==> src/rtl/fm_arb_pkg.sv <==
// Shared definitions for the frame memory arbiter.
//   state_t   : burst sequencer states (IDLE -> CMD -> DATA -> DONE)
//   REQ_WR/RD : requester identifiers used for the round-robin pointer,
//               the winner select and the latched burst direction.
package fm_arb_pkg;

  typedef enum logic [1:0] {
    IDLE = 2'd0,
    CMD  = 2'd1,
    DATA = 2'd2,
    DONE = 2'd3
  } state_t;

  localparam logic REQ_WR = 1'b0;
  localparam logic REQ_RD = 1'b1;

endpackage

==> src/rtl/fm_arb_pick.sv <==
// Combinational winner select between the camera writer and display reader.
// Ports:
//   wr_req, rd_req : pending burst requests
//   rd_urgent      : display FIFO below its low-water mark
//   wr_wait/rd_wait: consecutive lost arbitrations per requester
//   rr_ptr         : side favoured when both request with no override
//   valid          : at least one requester is asking
//   winner         : REQ_WR or REQ_RD (meaningful only when valid)
module fm_arb_pick
  import fm_arb_pkg::*;
#(
  parameter int MAX_WAIT = 4,
  parameter int WAIT_W   = 3
) (
  input  logic              wr_req,
  input  logic              rd_req,
  input  logic              rd_urgent,
  input  logic [WAIT_W-1:0] wr_wait,
  input  logic [WAIT_W-1:0] rd_wait,
  input  logic              rr_ptr,
  output logic              valid,
  output logic              winner
);

  localparam logic [WAIT_W-1:0] WAIT_MAX = WAIT_W'(MAX_WAIT);

  // NOTE: every output gets a default before any branch, so no path through
  // the block leaves a value unassigned and no latch is inferred.
  always_comb begin
    valid  = wr_req | rd_req;
    winner = REQ_WR;
    // A starved requester beats even an urgent read.
    if (wr_req && wr_wait == WAIT_MAX) begin
      winner = REQ_WR;
    end else if (rd_req && rd_wait == WAIT_MAX) begin
      winner = REQ_RD;
    end else if (rd_urgent && rd_req) begin
      winner = REQ_RD;
    end else if (wr_req && rd_req) begin
      winner = rr_ptr;
    end else if (rd_req) begin
      winner = REQ_RD;
    end
  end

endmodule

==> src/rtl/frame_mem_arbiter.sv <==
// Shares one burst memory command port between the camera frame writer and
// the display frame reader. One burst is in flight at a time; completion is
// detected by counting data beats against the latched burst length.
// Ports:
//   iCLK, iRST                  : clock, synchronous active-high reset
//   iWR_REQ/ADDR/LEN, oWR_GNT   : writer request, burst fields, grant pulse
//   oWR_DONE                    : pulse after the last write beat
//   iRD_REQ/ADDR/LEN/URGENT     : reader request, burst fields, urgency
//   oRD_GNT, oRD_DONE           : reader grant / completion pulses
//   oMEM_CMD_VALID/iMEM_CMD_READY, oMEM_CMD_WR, oMEM_ADDR, oMEM_LEN
//                               : command to the memory bridge
//   iMEM_BEAT                   : one data beat transferred
//   oBUSY                       : sequencer not idle
//   oERR                        : sticky, a beat arrived outside DATA
module frame_mem_arbiter
  import fm_arb_pkg::*;
#(
  parameter int ADDR_W   = 32,
  parameter int LEN_W    = 8,
  parameter int MAX_WAIT = 4
) (
  input  logic              iCLK,
  input  logic              iRST,
  input  logic              iWR_REQ,
  input  logic [ADDR_W-1:0] iWR_ADDR,
  input  logic [LEN_W-1:0]  iWR_LEN,
  output logic              oWR_GNT,
  output logic              oWR_DONE,
  input  logic              iRD_REQ,
  input  logic [ADDR_W-1:0] iRD_ADDR,
  input  logic [LEN_W-1:0]  iRD_LEN,
  input  logic              iRD_URGENT,
  output logic              oRD_GNT,
  output logic              oRD_DONE,
  output logic              oMEM_CMD_VALID,
  input  logic              iMEM_CMD_READY,
  output logic              oMEM_CMD_WR,
  output logic [ADDR_W-1:0] oMEM_ADDR,
  output logic [LEN_W-1:0]  oMEM_LEN,
  input  logic              iMEM_BEAT,
  output logic              oBUSY,
  output logic              oERR
);

  localparam int WAIT_W = $clog2(MAX_WAIT + 1);
  localparam logic [WAIT_W-1:0] WAIT_MAX = WAIT_W'(MAX_WAIT);

  state_t              state_q, state_d;
  logic                cmd_wr_q;
  logic [ADDR_W-1:0]   addr_q;
  logic [LEN_W-1:0]    len_q;
  logic [LEN_W-1:0]    beat_cnt_q;
  logic [WAIT_W-1:0]   wr_wait_q, rd_wait_q;
  logic                rr_ptr_q;
  logic                wr_gnt_q, rd_gnt_q;
  logic                err_q;
  logic                pick_valid, pick_winner;
  logic                grant;

  fm_arb_pick #(
    .MAX_WAIT (MAX_WAIT),
    .WAIT_W   (WAIT_W)
  ) u_pick (
    .wr_req    (iWR_REQ),
    .rd_req    (iRD_REQ),
    .rd_urgent (iRD_URGENT),
    .wr_wait   (wr_wait_q),
    .rd_wait   (rd_wait_q),
    .rr_ptr    (rr_ptr_q),
    .valid     (pick_valid),
    .winner    (pick_winner)
  );

  // Requests only matter while idle; anything raised mid-burst waits.
  assign grant = (state_q == IDLE) && pick_valid;

  always_comb begin
    state_d = state_q;
    case (state_q)
      IDLE:    if (pick_valid) state_d = CMD;
      CMD:     if (iMEM_CMD_READY) state_d = DATA;
      DATA:    if (iMEM_BEAT && beat_cnt_q == len_q) state_d = DONE;
      DONE:    state_d = IDLE;
      default: state_d = IDLE;
    endcase
  end

  // NOTE: all state below updates with non-blocking assignments so every
  // register samples pre-edge values regardless of statement order.
  always_ff @(posedge iCLK) begin
    if (iRST) begin
      state_q    <= IDLE;
      cmd_wr_q   <= 1'b0;
      addr_q     <= '0;
      len_q      <= '0;
      beat_cnt_q <= '0;
      wr_wait_q  <= '0;
      rd_wait_q  <= '0;
      rr_ptr_q   <= REQ_WR;
      wr_gnt_q   <= 1'b0;
      rd_gnt_q   <= 1'b0;
      err_q      <= 1'b0;
    end else begin
      state_q  <= state_d;
      wr_gnt_q <= 1'b0;
      rd_gnt_q <= 1'b0;

      if (grant) begin
        cmd_wr_q   <= (pick_winner == REQ_WR);
        addr_q     <= (pick_winner == REQ_WR) ? iWR_ADDR : iRD_ADDR;
        len_q      <= (pick_winner == REQ_WR) ? iWR_LEN  : iRD_LEN;
        beat_cnt_q <= '0;
        wr_gnt_q   <= (pick_winner == REQ_WR);
        rd_gnt_q   <= (pick_winner == REQ_RD);
        rr_ptr_q   <= ~pick_winner;
        // Winner restarts its wait; the loser ages only if it was asking.
        if (pick_winner == REQ_WR) begin
          wr_wait_q <= '0;
          if (!iRD_REQ)                  rd_wait_q <= '0;
          else if (rd_wait_q != WAIT_MAX) rd_wait_q <= rd_wait_q + 1'b1;
        end else begin
          rd_wait_q <= '0;
          if (!iWR_REQ)                  wr_wait_q <= '0;
          else if (wr_wait_q != WAIT_MAX) wr_wait_q <= wr_wait_q + 1'b1;
        end
      end

      if (state_q == DATA && iMEM_BEAT) beat_cnt_q <= beat_cnt_q + 1'b1;
      if (state_q != DATA && iMEM_BEAT) err_q <= 1'b1;
    end
  end

  assign oWR_GNT        = wr_gnt_q;
  assign oRD_GNT        = rd_gnt_q;
  assign oMEM_CMD_VALID = (state_q == CMD);
  assign oMEM_CMD_WR    = cmd_wr_q;
  assign oMEM_ADDR      = addr_q;
  assign oMEM_LEN       = len_q;
  assign oWR_DONE       = (state_q == DONE) && cmd_wr_q;
  assign oRD_DONE       = (state_q == DONE) && !cmd_wr_q;
  assign oBUSY          = (state_q != IDLE);
  assign oERR           = err_q;

endmodule

==> config.mk <==
export PLATFORM = sky130hd
export DESIGN_NAME = frame_mem_arbiter
export DESIGN_NICKNAME = d
export VERILOG_FILES = /design/src/rtl/fm_arb_pkg.sv /design/src/rtl/fm_arb_pick.sv /design/src/rtl/frame_mem_arbiter.sv
export SDC_FILE = /design/constraint.sdc
export NUM_CORES = 1
export LEC_CHECK = 0
export BUFFER_PORTS_ARGS = -buffer_cell sky130_fd_sc_hd__buf_2
export CAP_MARGIN = 15
export CORE_MARGIN = 4
export CORE_UTILIZATION = 46
export DETAILED_ROUTE_END_ITERATION = 10
export PLACE_DENSITY = 0.84
export SLEW_MARGIN = 20
export SYNTH_ARGS = -nofsm -noshare
export SYNTH_HDL_FRONTEND = slang
export SYNTH_SLANG_ARGS = --single-unit
==> constraint.sdc <==
create_clock -name iCLK -period 2.5 [get_ports iCLK]
set_clock_uncertainty 0.15 [all_clocks]
set_input_delay 0.25 -clock iCLK [delete_from_list [all_inputs] [get_ports iCLK]]
set_output_delay 0.25 -clock iCLK [all_outputs]
set_load 0.01 [all_outputs]
==> results of run 1 <==
[kinds of logic after synthesis]
logic type,after synthesis,synth area share [%]
DFF,60,44.30
buffers and inverters,28,5.076
xor gates and xnor gates,8,2.584
adders and majority gates,10,4.615
muxes,14,5.168
and+or+nand+nor,121,19.15
AOI/OAI and AO/OA,75,19.10
[flip-flops by register name, summed over array words and instances, names as in the netlist]
register,cells
beat_cnt_q,8
wr_wait_q,3
oWR_GNT,1
oRD_GNT,1
oERR,1
rr_ptr_q,1
oMEM_ADDR,32
state_q,2
oMEM_LEN,8
rd_wait_q,3
[worst paths after layout]
path	startpoint	to	slack, ps	depth (start not counted)
setup reg to reg	state_q[0]	rd_wait_q[0]	360	7
hold / removal	iWR_ADDR[9]	oMEM_ADDR[9]	10	3
hold reg to reg	oMEM_ADDR[19]	oMEM_ADDR[19]	330	2
setup / recovery	state_q[0]	rd_wait_q[0]	360	7
[what timing repair did]
item                                   4_1_cts  5_1_grt
hold buffers                                43        0
gates resized for setup                      0        0
endpoints found under the hold margin       27        0
[metal layers]
layer / vias up / share of wire (%)
met1: 1385 / 38
met5: - / 0
met3: 30 / 5.1
met4: 0 / 3.6
met2: 122 / 54
li1: 1463 / -
[final cells by class]
class                   instances  area share [%]
diodes                          1         0.06122
multi-input cells             228           34.16
well taps                      72           2.204
flip-flops and latches         60           29.38
clock inverters                 6           1.561
inverters                      10          0.9183
repair buffers                183           28.34
clock buffers                  10           3.367
[power breakdown]
part / switching [mW] / leakage, nW / internal, mW
registers: 0.167 / 0.493 / 1.19
clock network: 0.390 / 0.0983 / 0.485
logic: 0.683 / 1.48 / 0.515
total: 1.24 / 2.07 / 2.19
[layout by cell type, fill, tap and decap left out, types with 10 or more instances in the layout]
cell,netlist,layout
buf_2,4,134
nand2_1,64,64
dfxtp_1,60,60
dlygate4sd3_1,0,43
a22oi_1,29,29
nor2_1,30,28
mux2i_1,14,14
a211oi_1,13,13
a21oi_1,13,13
inv_1,10,10
ha_1,10,10
clkbuf_8,0,10
[critical path: stages, from the launching register on]
cell     delay, ps
dfxtp_1        350
inv_1          120
ha_1           270
inv_1          160
nor2_2         340
buf_4          350
nand4_1        140
a21oi_1        180
==> results.md, run 1 <==
- Multi-input logic area: 1396 sq um
- Vias in the first global route: 3,043
- Post-synth EDFFs: 0
- Crit share post-route: 85.44%
- DRT antenna net count: 0
- WHS: 10.38 ps
- Fin. max-slew vios: 0
- Setup violators final: 0
- Synth Register Bits: 60
- Seq/Total Area, Yosys: 44.30%
- Slew @ Worst Pin: 492.2 ps
- Synth async-reset ratio: 0%
- Die height: 84.78 microns
- GPL Wtd Cong: 0.9038
- Sum Neg Setup Slack: 0 ps
- Synth unique cells: 39
- Max-cap violation count: 0
- WP data arrival: 2240 ps
- Fmax: 0.4682 GHz
- Post-Layout Cell Count: between 500 and 600
- Final instance area: around 4100 sq um
- Kind of end point of the critical path: flop
- Post-synth top cells: 64 x nand2_1, 60 x dfxtp_1, 30 x nor2_1, 29 x a22oi_1, 14 x mux2i_1
- Final core occ: 72.89%
- Die X: 84.78 microns
- TritonRoute pass-1 iters: 4
- CTS Buf Count: 9
- Syn avg cell area: 8.580 sq um
- Yosys top cell area share: 44.30%
- Clock insertion delay at the later pin of the skew report: 330 ps
- Clock buffer depth: 2
- Pwr Density: 840.3 nW/um^2
- Remaining DRCs: 0
- Largest net degree at the start of global routing: 30
- Mapped Nets: 413
- Met3 Use GR: around 4.0%
- Biggest area consumer among synthesized cells: dfxtp_1
- Core Box Area: approximately 5600 sq um
- Setup Buffers After CTS: 0
- CTS clk-pin slew, worst paths: 70 ps
- Worst EP required: 2610 ps
- Post-Syn Area: around 2700 sq um
- Via Count: 3,000
- 1st-iter DRT viols: 168
- Grt peak-use layer: met2
- Outcome: finished, final reports clean
- Num rows: 27
- Number of nets in the layout: slightly below 600
- I/O Buffers: 134
- Per-cell routed wire length: 15.24 microns
- Met2 usage: 44.77%
- Worst setup margin: 364.1 ps
- Initial Util: 48.35%
- Total power: 3.435 mW
- Synthesized instance count: roughly 320
- Overall routing resource usage: around a quarter
- Congestion Overflow GR: 0
- Fill count: 412
- Prevailing post-synth register cell: dfxtp_1
- Ys Warns: 0
- Clock Sinks: 60
- DP Area: 3453 sq um
- Die area: around 7200 sq um
- Hold Crit Class: in -> reg
- Count leader, synth: nand2_1
- Layout cells sized above 1: 32.39%
- CP Class: reg -> reg
- Placed wire-length estimate: 5588 microns
- Seq. cell area: 1201 sq um
- CTS Root Cell: clkbuf_8
- Min Tclk post-route: 2136 ps
- RSZ-0062 raised after global routing: false
- CTS H-tree depth: 3
- Number of vias per cell: 5.263
- Top cells by area, synth: dfxtp_1 44%, nand2_1 8.9%, a22oi_1 8.0%
- Area delta synth->final: 50.76%
- Hold Fails Final Rpt: 0
- Setup slack at placement: roughly 420 ps
- Leakage: 2.068 nW
- Routed WL: 8689 microns
- Inst Count DP: 510
- VDD IR max: approximately 0.00064 V
- Worst rel slew slack: between 60% and 70%
- CP Max Fanout: 28
- First-pass GRT wire length: 14,080 microns
- CTS tree: done
- Grt met1 use: 25.87%
- Startpoint Class: flop
- Top Ports: 135
- Initial antenna violation count: 0
Power figures use the tool's default switching activity.
==> run 2, diff against run 1 <==
SKIP_CTS_REPAIR_TIMING = 1   (was unset)
clock period = 2.4 ns   (was 2.5 ns; I/O delays follow)
==> results.md, run 2 (synthesis results as in run 1) <==
- Outcome: finished with violations
- Failing checks: hold timing
- Kind of end point of the critical path: flop
- Per-cell routed wire length: 14.59 microns (-4.3%)
- Initial antenna violation count: 0 (unchanged)
- Hold Crit Class: in -> reg
- CTS H-tree depth: 3 (unchanged)
- CTS tree: done
- Number of vias per cell: 5.260 (about the same)
- Reg power frac: 40.7% (+1.1 points)
- Reg2reg path depth: 8 (+1)
- Crit-path slowest cell: dfxtp_1
- Hold Fails Final Rpt: 5 (+5)
- Clock Sinks: 60 (unchanged)
- Via Count: 2,977 (-0.77%)
- Most common cell after layout, fill and taps aside: buf_2
- Remaining DRCs: 0 (unchanged)
- Num rows: 27 (unchanged)
- Vias in the first global route: 2,619 (-14%)
- Congestion Overflow GR: 0 (unchanged)
- Fin. max-slew vios: 0 (unchanged)
- Clock power share: 23.6% (-1.9 points)
- Crit share post-route: 89.98% (+4.5 points)
- I/O Buffers: 134 (unchanged)
- Combinational Power Share: 35.7% (+0.8 points)
- Internal power: 2.192 mW (-0.12%)
- Worst rel slew slack: 53.29% (-14 points)
- Die X: 84.78 microns (unchanged)
- Slew @ Worst Pin: 699.0 ps (+206.8 ps)
- CP Max Fanout: 13 (-54%)
- Setup slack at placement: 35.94 ps (-383.9 ps)
- DRT antenna net count: 0 (unchanged)
- Ant diodes: 0 (-1)
- CTS clk-pin slew, worst paths: 70 ps (about the same)
- WP data arrival: 2210 ps (-30 ps)
- Die area: 7187 sq um (unchanged)
- Worst setup margin: 240.4 ps (-123.7 ps)
- Pwr Density: 858.0 nW/um^2 (+2.1%)
- Net Sw Frac: 36.64% (+0.54 points)
- Clock insertion delay at the later pin of the skew report: 330 ps (about the same)
- Routed WL: 8256 microns (-5.0%)
- Setup violators final: 0 (unchanged)
- Die height: 84.78 microns (unchanged)
- Max-cap violation count: 0 (unchanged)
- Layout cells sized above 1: 32.39% (about the same)
- CTS Buf Count: 9 (unchanged)
- Leakage: 2.045 nW (-1.1%)
- Min Tclk post-route: 2160 ps (+23.70 ps)
- WHS: -19.44 ps (-29.82 ps)
- Fmax: 0.4631 GHz (-1.1%)
- Placed wire-length estimate: 5408 microns (-3.2%)
- Hold path depth: 3 (unchanged)
- First-pass GRT wire length: 11,780 microns (-16%)
- Net Sw Power: 1.268 mW (+2.2%)
- VDD IR max: 0.0005522 V (-13%)
- Core Box Area: 5608 sq um (unchanged)
- GPL Wtd Cong: 0.8109 (-10%)
- Worst-path cell chain: inv_1, ha_1, a211o_1, nand2_2, a21o_1, buf_4, mux2i_1, a211oi_1
- CTS Root Cell: clkbuf_8
- Clock buffer depth: 2 (unchanged)
- RSZ-0062 raised after global routing: false
- Worst EP required: 2450 ps (-160 ps)
- Most frequent cells in the layout: 134 x buf_2, 64 x nand2_1, 60 x dfxtp_1
- Largest register FFs: 32 (unchanged)
- Top Ports: 135 (unchanged)
- Overall routing resource usage: 19.87% (-4.4 points)
- CP max stage delay: 360 ps (about the same)
- CP Class: reg -> reg
- Startpoint Class: flop
- 1st-iter DRT viols: 247 (+47%)
- TritonRoute pass-1 iters: 4 (unchanged)
- Largest net degree at the start of global routing: 33 (+10%)
- Fill count: 438 (+6.3%)
- Sum Neg Setup Slack: 0 ps (unchanged)
- Number of nets in the layout: 587 (-0.34%)
- Area delta synth->final: 48.73%
- Initial Util: 48.35% (unchanged)
[run 2: per-stage QoR]
step / instances / cell area [sq um] / total power, mW / util [%]
after floorplan: 316 / 2711 / 2.115 / -
after global placement: 510 / 3441 / 2.547 / 61.36
after detailed placement: 510 / 3441 / 2.589 / 61.36
after CTS: 525 / 3617 / 3.409 / 64.50
after global routing: 566 / 4033 / 3.671 / 71.91
final: 566 / 4033 / 3.460 / 71.91
[run 2: metal layers]
metal	up-vias	routed length (microns)	share of wire, %	global-route usage, %
met5	-	0	0	0
li1	1458	-	-	-
met4	0	208	2.5	10.22
met2	105	4192	51	32.95
met1	1392	3377	41	23.86
met3	22	478	5.8	4.711
[run 2: final cells by class]
type,count,area [sq um],share of cell area (%)
inverters,10,37.54,0.9308
well taps,72,90.09,2.234
multi-input cells,228,1401,34.75
clock inverters,4,25.02,0.6205
flip-flops and latches,60,1201,29.79
clock buffers,11,151.4,3.754
repair buffers,181,1126,27.92
[run 2: critical path: cells and delay by family (launching register included)]
| kind | cells | cell delay [ps] |
|---|---|---|
| adders and majority gates | 1 | 210 |
| buffers and inverters | 2 | 300 |
| and+or+nand+nor | 1 | 160 |
| muxes | 1 | 250 |
| DFF | 1 | 360 |
| AOI/OAI and AO/OA | 3 | 590 |
[run 2: final timing paths]
path                                     from             to  slack, ps
worst max register to register   rd_wait_q[0]    oMEM_LEN[6]        240
worst min register to register  oMEM_ADDR[22]  oMEM_ADDR[22]        330
worst min-delay path             iWR_ADDR[11]  oMEM_ADDR[11]        -20
worst max-delay path             rd_wait_q[0]    oMEM_LEN[6]        240
[run 2: power groups by stage]
stage | sequential [mW] | combinational (mW) | clock, mW
3_3_place_gp | 1.41 | 1.13 | 0
2_1_floorplan | 1.52 | 0.597 | 0
4_1_cts | 1.40 | 1.17 | 0.834
6_report | 1.41 | 1.23 | 0.817
3_5_place_dp | 1.42 | 1.17 | 0
5_1_grt | 1.44 | 1.36 | 0.875
